==> src/rtl/vga_timing_gen.sv <==
// -----------------------------------------------------------------------------
// vga_timing_gen
//
// Free-running VGA raster timing generator (800x600 @ 72 Hz from a 50 MHz
// clock by default). Issues the raster coordinate to the renderers, takes
// their colour back PIXEL_LATENCY clocks later, blanks it outside the visible
// area and drives the sync pins with the same delay. Sync and colour therefore
// reach the DAC cycle-aligned.
//
// Ports
//   clk          pixel clock
//   rst_n        asynchronous, active-low reset
//   PIXEL        renderer colour {R,G,B} for the coordinate issued
//                PIXEL_LATENCY clocks earlier
//   PIXEL_H      horizontal count, 0..H_TOTAL-1, also driven during blanking
//   PIXEL_V      vertical count,   0..V_TOTAL-1, also driven during blanking
//   VGA_RGB      blanked colour to the pins
//   VGA_HS       horizontal sync, active level HS_POL
//   VGA_VS       vertical sync, active level VS_POL
//   frame_start  one-clock pulse while PIXEL_H/PIXEL_V read (0,0) after a
//                frame wrap (coordinate domain, not delayed)
//
// Coordinate-to-pin latency is PIXEL_LATENCY+1 clocks.
// -----------------------------------------------------------------------------
module vga_timing_gen #(
    parameter int   H_VISIBLE     = 800,
    parameter int   H_FRONT       = 56,
    parameter int   H_SYNC        = 120,
    parameter int   H_BACK        = 64,
    parameter int   V_VISIBLE     = 600,
    parameter int   V_FRONT       = 37,
    parameter int   V_SYNC        = 6,
    parameter int   V_BACK        = 23,
    parameter logic HS_POL        = 1'b1,
    parameter logic VS_POL        = 1'b1,
    parameter int   PIXEL_LATENCY = 1
) (
    input  logic        clk,
    input  logic        rst_n,
    input  logic [2:0]  PIXEL,
    output logic [10:0] PIXEL_H,
    output logic [10:0] PIXEL_V,
    output logic [2:0]  VGA_RGB,
    output logic        VGA_HS,
    output logic        VGA_VS,
    output logic        frame_start
);

    localparam int H_TOTAL = H_VISIBLE + H_FRONT + H_SYNC + H_BACK;
    localparam int V_TOTAL = V_VISIBLE + V_FRONT + V_SYNC + V_BACK;

    // Decode thresholds are 12 bits wide so a sync window that ends exactly
    // at 2048 still compares correctly against the 11-bit counters.
    localparam logic [10:0] H_LAST       = 11'(H_TOTAL - 1);
    localparam logic [10:0] V_LAST       = 11'(V_TOTAL - 1);
    localparam logic [11:0] H_VIS_END    = 12'(H_VISIBLE);
    localparam logic [11:0] V_VIS_END    = 12'(V_VISIBLE);
    localparam logic [11:0] H_SYNC_START = 12'(H_VISIBLE + H_FRONT);
    localparam logic [11:0] H_SYNC_END   = 12'(H_VISIBLE + H_FRONT + H_SYNC);
    localparam logic [11:0] V_SYNC_START = 12'(V_VISIBLE + V_FRONT);
    localparam logic [11:0] V_SYNC_END   = 12'(V_VISIBLE + V_FRONT + V_SYNC);

    generate
        if (H_TOTAL > 2048 || V_TOTAL > 2048) begin : g_bad_total
            $error("vga_timing_gen: H_TOTAL and V_TOTAL must not exceed 2048");
        end
        if (PIXEL_LATENCY < 0 || PIXEL_LATENCY > 4) begin : g_bad_latency
            $error("vga_timing_gen: PIXEL_LATENCY must be in 0..4");
        end
    endgenerate

    // ------------------------------------------------------------------
    // Raster counters
    // ------------------------------------------------------------------
    logic [10:0] h_reg;
    logic [10:0] v_reg;
    logic [10:0] h_next;
    logic [10:0] v_next;
    logic        h_wrap;
    logic        v_wrap;
    logic        frame_start_reg;

    always_comb begin
        h_wrap = (h_reg == H_LAST);
        v_wrap = (v_reg == V_LAST);
        h_next = h_wrap ? 11'd0 : h_reg + 11'd1;
        v_next = v_reg;
        if (h_wrap) begin
            v_next = v_wrap ? 11'd0 : v_reg + 11'd1;
        end
    end

    // frame_start is registered alongside the counters and only set by a
    // real wrap, so the (0,0) held through reset does not produce a pulse.
    always_ff @(posedge clk or negedge rst_n) begin
        if (!rst_n) begin
            h_reg           <= 11'd0;
            v_reg           <= 11'd0;
            frame_start_reg <= 1'b0;
        end else begin
            h_reg           <= h_next;
            v_reg           <= v_next;
            frame_start_reg <= h_wrap && v_wrap;
        end
    end

    assign PIXEL_H     = h_reg;
    assign PIXEL_V     = v_reg;
    assign frame_start = frame_start_reg;

    // ------------------------------------------------------------------
    // Coordinate decode: {active, hs, vs}, all active-high internally.
    // vs depends on v only, so it can change only when h wraps to 0.
    // ------------------------------------------------------------------
    logic [11:0] h_ext;
    logic [11:0] v_ext;
    logic [2:0]  flags;
    logic [2:0]  flags_d;

    always_comb begin
        h_ext    = {1'b0, h_reg};
        v_ext    = {1'b0, v_reg};
        flags    = 3'b000;
        flags[2] = (h_ext < H_VIS_END) && (v_ext < V_VIS_END);
        flags[1] = (h_ext >= H_SYNC_START) && (h_ext < H_SYNC_END);
        flags[0] = (v_ext >= V_SYNC_START) && (v_ext < V_SYNC_END);
    end

    // ------------------------------------------------------------------
    // Delay line matching the renderer latency. Cleared stages read as
    // "inactive, not sync", so the pins stay blank until the first real
    // coordinate has travelled through.
    // ------------------------------------------------------------------
    generate
        if (PIXEL_LATENCY == 0) begin : g_no_delay
            assign flags_d = flags;
        end else begin : g_delay
            logic [2:0] dly_reg [PIXEL_LATENCY];

            always_ff @(posedge clk or negedge rst_n) begin
                if (!rst_n) begin
                    for (int i = 0; i < PIXEL_LATENCY; i++) begin
                        dly_reg[i] <= 3'b000;
                    end
                end else begin
                    dly_reg[0] <= flags;
                    for (int i = 1; i < PIXEL_LATENCY; i++) begin
                        dly_reg[i] <= dly_reg[i-1];
                    end
                end
            end

            assign flags_d = dly_reg[PIXEL_LATENCY-1];
        end
    endgenerate

    // ------------------------------------------------------------------
    // Output register: colour and syncs leave on the same edge.
    // ------------------------------------------------------------------
    always_ff @(posedge clk or negedge rst_n) begin
        if (!rst_n) begin
            VGA_RGB <= 3'b000;
            VGA_HS  <= ~HS_POL;
            VGA_VS  <= ~VS_POL;
        end else begin
            VGA_RGB <= flags_d[2] ? PIXEL : 3'b000;
            VGA_HS  <= flags_d[1] ? HS_POL : ~HS_POL;
            VGA_VS  <= flags_d[0] ? VS_POL : ~VS_POL;
        end
    end

endmodule

==> config.mk <==
export PLATFORM = sky130hd
export DESIGN_NAME = vga_timing_gen
export DESIGN_NICKNAME = d
export VERILOG_FILES = /design/src/rtl/vga_timing_gen.sv
export SDC_FILE = /design/constraint.sdc
export NUM_CORES = 1
export LEC_CHECK = 0
export BUFFER_PORTS_ARGS = -buffer_cell sky130_fd_sc_hd__buf_4
export CAP_MARGIN = 10
export CORE_MARGIN = 8
export CORE_UTILIZATION = 55
export DETAILED_ROUTE_END_ITERATION = 8
export GPL_ROUTABILITY_DRIVEN = 1
export PLACE_DENSITY = 0.77
export SYNTH_ARGS = -nofsm -noshare
export SYNTH_HDL_FRONTEND = slang
export SYNTH_SLANG_ARGS = --single-unit
==> constraint.sdc <==
create_clock -name clk -period 3.43 [get_ports clk]
set_input_delay 0.1715 -clock clk [delete_from_list [all_inputs] [get_ports clk]]
set_output_delay 0.1715 -clock clk [all_outputs]
set_load 0.05 [all_outputs]
# Word-level counts from Yosys, hierarchy flattened
# Cells that the tools add are included.
[op_classes]
add_sub_neg = 2
n_lt_le_gt_ge = 6
eq_ne = 2
muxes = 5
reduce_logical = 4
[ops]
columns = ["cell", "n"]
rows = [
  ["$lt 11x10->1 const B", 4],
  ["$add 11x1->11 const B", 2],
  ["$ge 11x10->1 const B", 2],
  ["$mux 11", 2],
  ["$eq 11x10->1 const B", 1],
  ["$eq 11x11->1 const B", 1],
  ["$logic_and 1x1->1", 4],
  ["$mux 3", 1],
  ["$mux 1", 2],
]
[totals]
reg_bits = 31
in_bits = 5
out_inout_bits = 28
word_cells = 26

# Longest topological paths before layout
# Gate-level depths: netlist of the first run.
[depth]
depth_word = 2
mapped_depth = 6
ltp_nobuf = 6

# Worst setup path after synthesis of the first run
# No wires, ideal clock.
[synth_timing]
path_type = "register -> register"
from = "register h_reg[0], in the netlist PIXEL_H[0]"
to = "register v_reg[10], in the netlist PIXEL_V[10]"
setup_time_ns = 0.082
arrival_ns = 2.098
t_required_ns = 3.348
slack_ns = 1.250
path_stages_with_launch = 7
path_buffers = 1
synth_period_minus_slack_ns = 2.180
path_cell_list = "dfrtp_1 ha_1 nand3_1 or4_4 buf_6 nor3_4 xor2_1"
[synth_via]
elab_chain_len = 1
[synth_lines]
columns = ["element", "line", "rtl"]
rows = [
  ["start, declared", "75", "logic [10:0] h_reg;"],
  ["start signal, assigned", "101", "h_reg <= h_next;"],
  ["$eq 11x11->1", "84", "h_wrap = (h_reg == H_LAST);"],
  ["end signal, assigned", "102", "v_reg <= v_next;"],
  ["end, declared", "76", "logic [10:0] v_reg;"],
]
# No other way between the ends.
# A chain may end at the register's enable or synchronous reset.

# Worst setup path after layout of the first run
# Same ends and word-level chain as after synthesis.

==> results of run 1 <==
==> Yosys cell counts (all sizes together), types with 2 or more instances <==
| master | count |
|---|---|
| a31oi | 2 |
| nor2 | 10 |
| inv | 7 |
| o31ai | 3 |
| dfrtp | 31 |
| xor2 | 4 |
| a21oi | 3 |
| buf | 3 |
| or3 | 3 |
| xnor2 | 4 |
| o21ai | 10 |
| and2 | 5 |
| nor3b | 2 |
| nor3 | 4 |
| nand4 | 5 |
| nand2 | 12 |
| nand3 | 5 |
| and3 | 2 |
| ha | 4 |
==> through the flow <==
step                std cells  hold WS, ns
finish                    204       0.0534
global route              204       0.0377
CTS                       204       0.0436
detailed placement        196        0.123
global placement          196        0.117
floorplan                 136       -0.124
==> report_power, final <==
part	total, W	internal (W)	switching, W	leakage, nW
Combinational	0.0000217	0.00000681	0.0000149	0.445
Clock	0.000213	0.0000947	0.000118	0.0341
Sequential	0.000367	0.000367	0.000000448	0.407
Total	0.000602	0.000468	0.000134	0.886
==> worst min-delay path by stage <==
stage,startpoint,end,slack (ns),cells after the start
floorplan,rst_n,PIXEL_H[0]$_DFF_PN0_,-0.12,0
global placement,rst_n,VGA_HS$_DFF_PN0_,0.12,1
detailed placement,rst_n,VGA_HS$_DFF_PN0_,0.12,1
CTS,PIXEL[0],VGA_RGB[0]$_DFF_PN0_,0.04,2
global route,PIXEL[0],VGA_RGB[0]$_DFF_PN0_,0.04,2
finish,PIXEL[0],VGA_RGB[0]$_DFF_PN0_,0.05,2
==> per-layer routing <==
layer	share of wire, %	routed length [um]	up-vias
li1	-	-	565
met3	10	319	2
met1	43	1350	554
met2	45	1410	54
met5	0	0	-
met4	0.87	27	0
==> cell usage in the layout (no fill, tap or decap), types with 2 or more instances in the layout <==
cell type,synthesis,layout
and2_1,4,4
xnor2_1,4,4
nor2_1,10,10
nor3_1,3,3
and3_1,2,2
nor3b_1,2,2
a31oi_1,2,2
a21oi_1,3,3
xor2_1,4,4
ha_1,4,4
buf_4,0,33
inv_1,7,7
o31ai_1,3,3
clkbuf_4,0,5
dfrtp_1,31,31
o21ai_0,10,10
nand4_1,5,5
nand2_1,12,12
nand3_1,5,5
==> cell families after synthesis <==
group | Yosys count | synth area share (%)
compound gates | 28 | 12.7
xor+xnor | 8 | 4.85
fa+ha+maj | 4 | 3.47
buf+inv | 10 | 3.29
flops | 31 | 53.7
mux | 1 | 0.780
simple gates | 54 | 21.1
==> area by class of cell <==
cell class	count	area [sq um]	area share [%]
well taps	30	37.5	2.12
inverters	7	26.3	1.48
flip-flops and latches	31	776	43.7
clock buffers	6	51.3	2.89
repair buffers	34	258	14.5
multi-input cells	95	621	35.0
clock inverters	1	5.00	0.282
==> results.yml, run 1 <==
run_status:
  outcome: "completed"
setup_path:
  critPathRequiredTime_ns: 3.69
  crit_end: "PIXEL_V[10]$_DFFE_PN0N_"
  rr_worst_depth: 5
  cp-end-kind: "flip-flop"
  crit_type: "reg2reg"
  slowest_stage: "or4_4"
  slowest_delay_ns: 0.65
  r2r_end: "PIXEL_V[10]$_DFFE_PN0N_"
  path_buf_inv: 0
  regToRegSetupSlack_ns: 1.48
  startpoint: "PIXEL_H[0]$_DFF_PN0_"
  cp-start-kind: "flip-flop"
  cp_top_family: "simple AND/OR/NAND/NOR gates"
  critical_path.max_fanout: 9
  crit_chain: "ha_1 -> nand3_1 -> or4_4 -> nor3_4 -> xor2_1"
  arrival_ns: 2.20
  cp.depth: 5
  timing.rr.start: "PIXEL_H[0]$_DFF_PN0_"
floorplanning:
  placementRows: 18
  dieArea_sq_mm: 0.00452
  design.core.area_sq_mm: 0.00248
  die_w_um: 67.2
  start_util_pct: 58.3
  io_pins: 33
  die_y_um: 67.2
clock_network:
  numCtsBuffers: 5
  clock_latency_ns: 0.33
  cts_hold_buf: 1
  cts_tree: "done"
  cts_root_buf: "clkbuf_4"
  cts_htree_levels: 2
  cts_sinks: 31
  clk_pin_slew_ns: 0.09
  postCtsSetupRepairBufs: 0
  cts_resized: 0
  clockBufferDepth: 2
sta:
  fin_skew_ns: 0.00631
  fin_crit_sh_pct: 56.7
  setup_slack_ns: 1.48
  setup_viol: 0
  grt_setup_unrepaired: "false"
  relSlewSlack_pct: 64.0
  max_freq_mhz: 514
  period_needed_ns: 1.95
  maxSlewViolCount: 0
  tightest_slew_ns: 0.532
  hold_violations: 0
  setup_tns_ns: 0
min_path:
  hp-class: "in2reg"
global_route:
  antenna_found_initial: 0
  busiest_layer: "met2"
  first_global_vias: 1116
  met3_usage_pct: 7.12
  grt-ovfl-total: 0
  met2_usage_pct: 23.4
  grt_pass1_wl_um: 5330
  grt_usage_pct: 15.4
  grt_max_degree: 32
  met1_usage_pct: 18.9
final_layout:
  diodes: 0
  fill_cells: 184
  post-route-util_pct: 71.6
  area_delta_synth_final_pct: 22.9
  final_area_sq_mm: 0.00177
  drive_gt1_share_pct: 27.0
  nets: 183
synth:
  synth_top_area_share_pct: 53.7
  synth_area_sq_mm: 0.00144
  async_flop_share_pct: 100
  yosys_warnings: 0
  synth_fp_nets: 145
  synthFlopType: "dfrtp_1"
  synthTopCellsByArea: "dfrtp_1, ha_1, o21ai_0"
  syn_inst: 136
  ys_ff_latch: 31
  synth_edf_count: 0
  yosys.area.top_type: "dfrtp_1"
  ys_types: 41
  synth_area_per_cell_sq_um: 10.6
  ys_seq_area_share_pct: 53.7
placement:
  dp_hpwl_um: 2290
  place_congestion: 0.898
  dp_slack_ns: 1.50
  post_dp_cell_area_sq_mm: 0.00171
  portBuffers: 32
power:
  p_per_area_mw_per_mm2: 339
  leakage_nw: 0.886
  total_power_w: 0.000602
  ir_drop_uv: 331
drt:
  ant_nets: 0
  drcViolationCount: 0
  vias: 1175
  wl_per_cell_um: 15.2
  vias_per_cell: 5.76
  totalWireLength_um: 3110
  drt-pass1-iter-count: 5
  drtIter0Drc: 44
job:
  cap_viol_max_count: 0
No activity file was read; power rests on OpenSTA's default activity.
==> run 2: changes to the inputs <==
--- a/config.mk
+++ b/config.mk
@@ -8,10 +8,10 @@
 export BUFFER_PORTS_ARGS = -buffer_cell sky130_fd_sc_hd__buf_4
 export CAP_MARGIN = 10
 export CORE_MARGIN = 8
-export CORE_UTILIZATION = 55
+export CORE_UTILIZATION = 52
 export DETAILED_ROUTE_END_ITERATION = 8
 export GPL_ROUTABILITY_DRIVEN = 1
-export PLACE_DENSITY = 0.77
+export PLACE_DENSITY = 0.73
 export SYNTH_ARGS = -nofsm -noshare
 export SYNTH_HDL_FRONTEND = slang
 export SYNTH_SLANG_ARGS = --single-unit
==> constraint.sdc (replaced) <==
create_clock -name clk -period 1.8 [get_ports clk]
set_input_delay 0.09 -clock clk [delete_from_list [all_inputs] [get_ports clk]]
set_output_delay 0.09 -clock clk [all_outputs]
set_load 0.05 [all_outputs]
==> results.yml, run 2 (synthesis gave the netlist of run 1 again) <==
sta:
  hold_violations: 0
  maxSlewViolCount: 0
  grt_setup_unrepaired: "true"
  relSlewSlack_pct: 74.9
  max_freq_mhz: 565
  tightest_slew_ns: 0.376
  fin_skew_ns: 0.00564
  fin_crit_sh_pct: 98.3
  period_needed_ns: 1.77
  setup_viol: 0
final_layout:
  final_area_sq_mm: 0.00197
  final_cell_mix: "buf_4, dfrtp_1, dfrtp_2, nand2_1, nor2_1"
  diodes: 0
  nets: 201
  layout.cells.most_common: "buf_4"
  drive_gt1_share_pct: 40.9
  area_delta_synth_final_pct: 36.1
floorplanning:
  die_w_um: 68.7
  start_util_pct: 53.7
  die_y_um: 68.7
  placementRows: 19
  dieArea_sq_mm: 0.00472
  io_pins: 33
  design.core.area_sq_mm: 0.00269
drt:
  ant_nets: 0
  drt-pass1-iter-count: 4
  totalWireLength_um: 3450
  drcViolationCount: 0
  vias_per_cell: 5.48
  wl_per_cell_um: 15.4
  vias: 1228
  drtIter0Drc: 42
power:
  p_per_area_mw_per_mm2: 572
  total_power_w: 0.00112
  leakage_nw: 0.965
  swShare_pct: 22.8
  switchingPower_w: 0.000256
  p_comb_share_pct: 4.1
  p_clk_share_pct: 33.6
  p_int_w: 0.000868
  seqPwrFrac_pct: 62.3
  ir_drop_uv: 640
setup_path:
  regToRegSetupSlack_ns: 0.03
  critPathRequiredTime_ns: 2.06
  cp-start-kind: "flip-flop"
  arrival_ns: 2.03
  crit_type: "reg2reg"
  critical_path.max_fanout: 9
  cp-end-kind: "flip-flop"
global_route:
  antenna_found_initial: 0
  grt_pass1_wl_um: 5920
  first_global_vias: 1283
  grt_usage_pct: 16.5
  grt_max_degree: 32
  grt-ovfl-total: 0
clock_network:
  numCtsBuffers: 5
  cts_sinks: 31
  clockBufferDepth: 2
  clk_pin_slew_ns: 0.09
  cts_tree: "done"
  cts_htree_levels: 2
  clock_latency_ns: 0.33
  cts_root_buf: "clkbuf_4"
run_status:
  outcome: "completed"
min_path:
  hp-class: "in2async"
placement:
  dp_hpwl_um: 2580
  portBuffers: 32
  post_dp_cell_area_sq_mm: 0.00183
  place_congestion: 0.841
job:
  cap_viol_max_count: 0
==> run 2: cell count changes in the layout (fill, tap and decap cells not counted), moves of 2 or more <==
cell / previous run / this run
buf_4: 33 / 48
clkbuf_1: 0 / 2
dfrtp_1: 31 / 20
dfrtp_2: 0 / 11
dlygate4sd3_1: 1 / 4
o21ai_0: 10 / 6
o21ai_1: 0 / 4
==> run 2: through the flow <==
step / util [%] / cells / hold WS, ns / setup WS [ns] / TNS (ns)
after floorplan: - / 136 / -0.206 / -0.105 / -0.632
after global placement: 68.2 / 209 / 0.0345 / 0.0149 / 0
after detailed placement: 68.2 / 209 / 0.0436 / 0.0361 / 0
after CTS: 71.6 / 221 / 0.224 / 0.0190 / 0
after global routing: 73.2 / 224 / 0.242 / -0.0230 / -0.0492
final: 73.2 / 224 / 0.218 / 0.0314 / 0
==> run 2: cell type report <==
type	instances	area [sq um]
Clock buffer	7	45.0
Clock inverter	1	5.00
Fill cell	208	721
Inverter	7	26.3
Multi-Input combinational cell	95	661
Sequential cell	31	790
Tap cell	31	38.8
Timing Repair Buffer	52	400
==> run 2: critical path: stages (launching register included) <==
cell     delay, ns
dfrtp_2       0.41
or3_4         0.40
or4_4         0.59
nor3_4        0.15
xor2_1        0.15
==> run 2: per-layer routing <==
metal	vias up	track usage, %	routed length, um
met4	0	5.76	67
met5	-	0	0
met2	32	25.4	1570
met1	592	20.7	1580
met3	5	6.30	232
li1	599	-	-
==> run 2: path summary, 6_finish.rpt <==
path / depth (start not counted) / end / startpoint
min in group clk: 0 / VGA_VS$_DFF_PN0_ / flags_d[0]$_DFF_PN0_
min: 2 / VGA_RGB[1]$_DFF_PN0_ / rst_n
min reg2reg: 0 / VGA_VS$_DFF_PN0_ / flags_d[0]$_DFF_PN0_
max in group asynchronous: 2 / PIXEL_V[0]$_DFFE_PN0N_ / rst_n
max reg2reg: 4 / PIXEL_V[10]$_DFFE_PN0N_ / PIXEL_H[7]$_DFF_PN0_
max: 4 / PIXEL_V[10]$_DFFE_PN0N_ / PIXEL_H[7]$_DFF_PN0_
==> run 2: power groups by stage <==
stage | Combinational (W) | Sequential, W | Clock [W]
after floorplan | 0.00000223 | 0.000726 | 0
after global placement | 0.0000404 | 0.000714 | 0
after detailed placement | 0.0000412 | 0.000714 | 0
after CTS | 0.0000480 | 0.000700 | 0.000391
after global routing | 0.0000514 | 0.000701 | 0.000427
final | 0.0000465 | 0.000700 | 0.000377
==> run 2: what timing repair did <==
item | 4_1_cts | 5_1_grt
gates resized for setup | 0 | 4
setup buffers | 0 | 3
endpoints found under the hold margin | 34 | 0
hold buffers | 4 | 0
setup endpoints to repair | 0 | 9
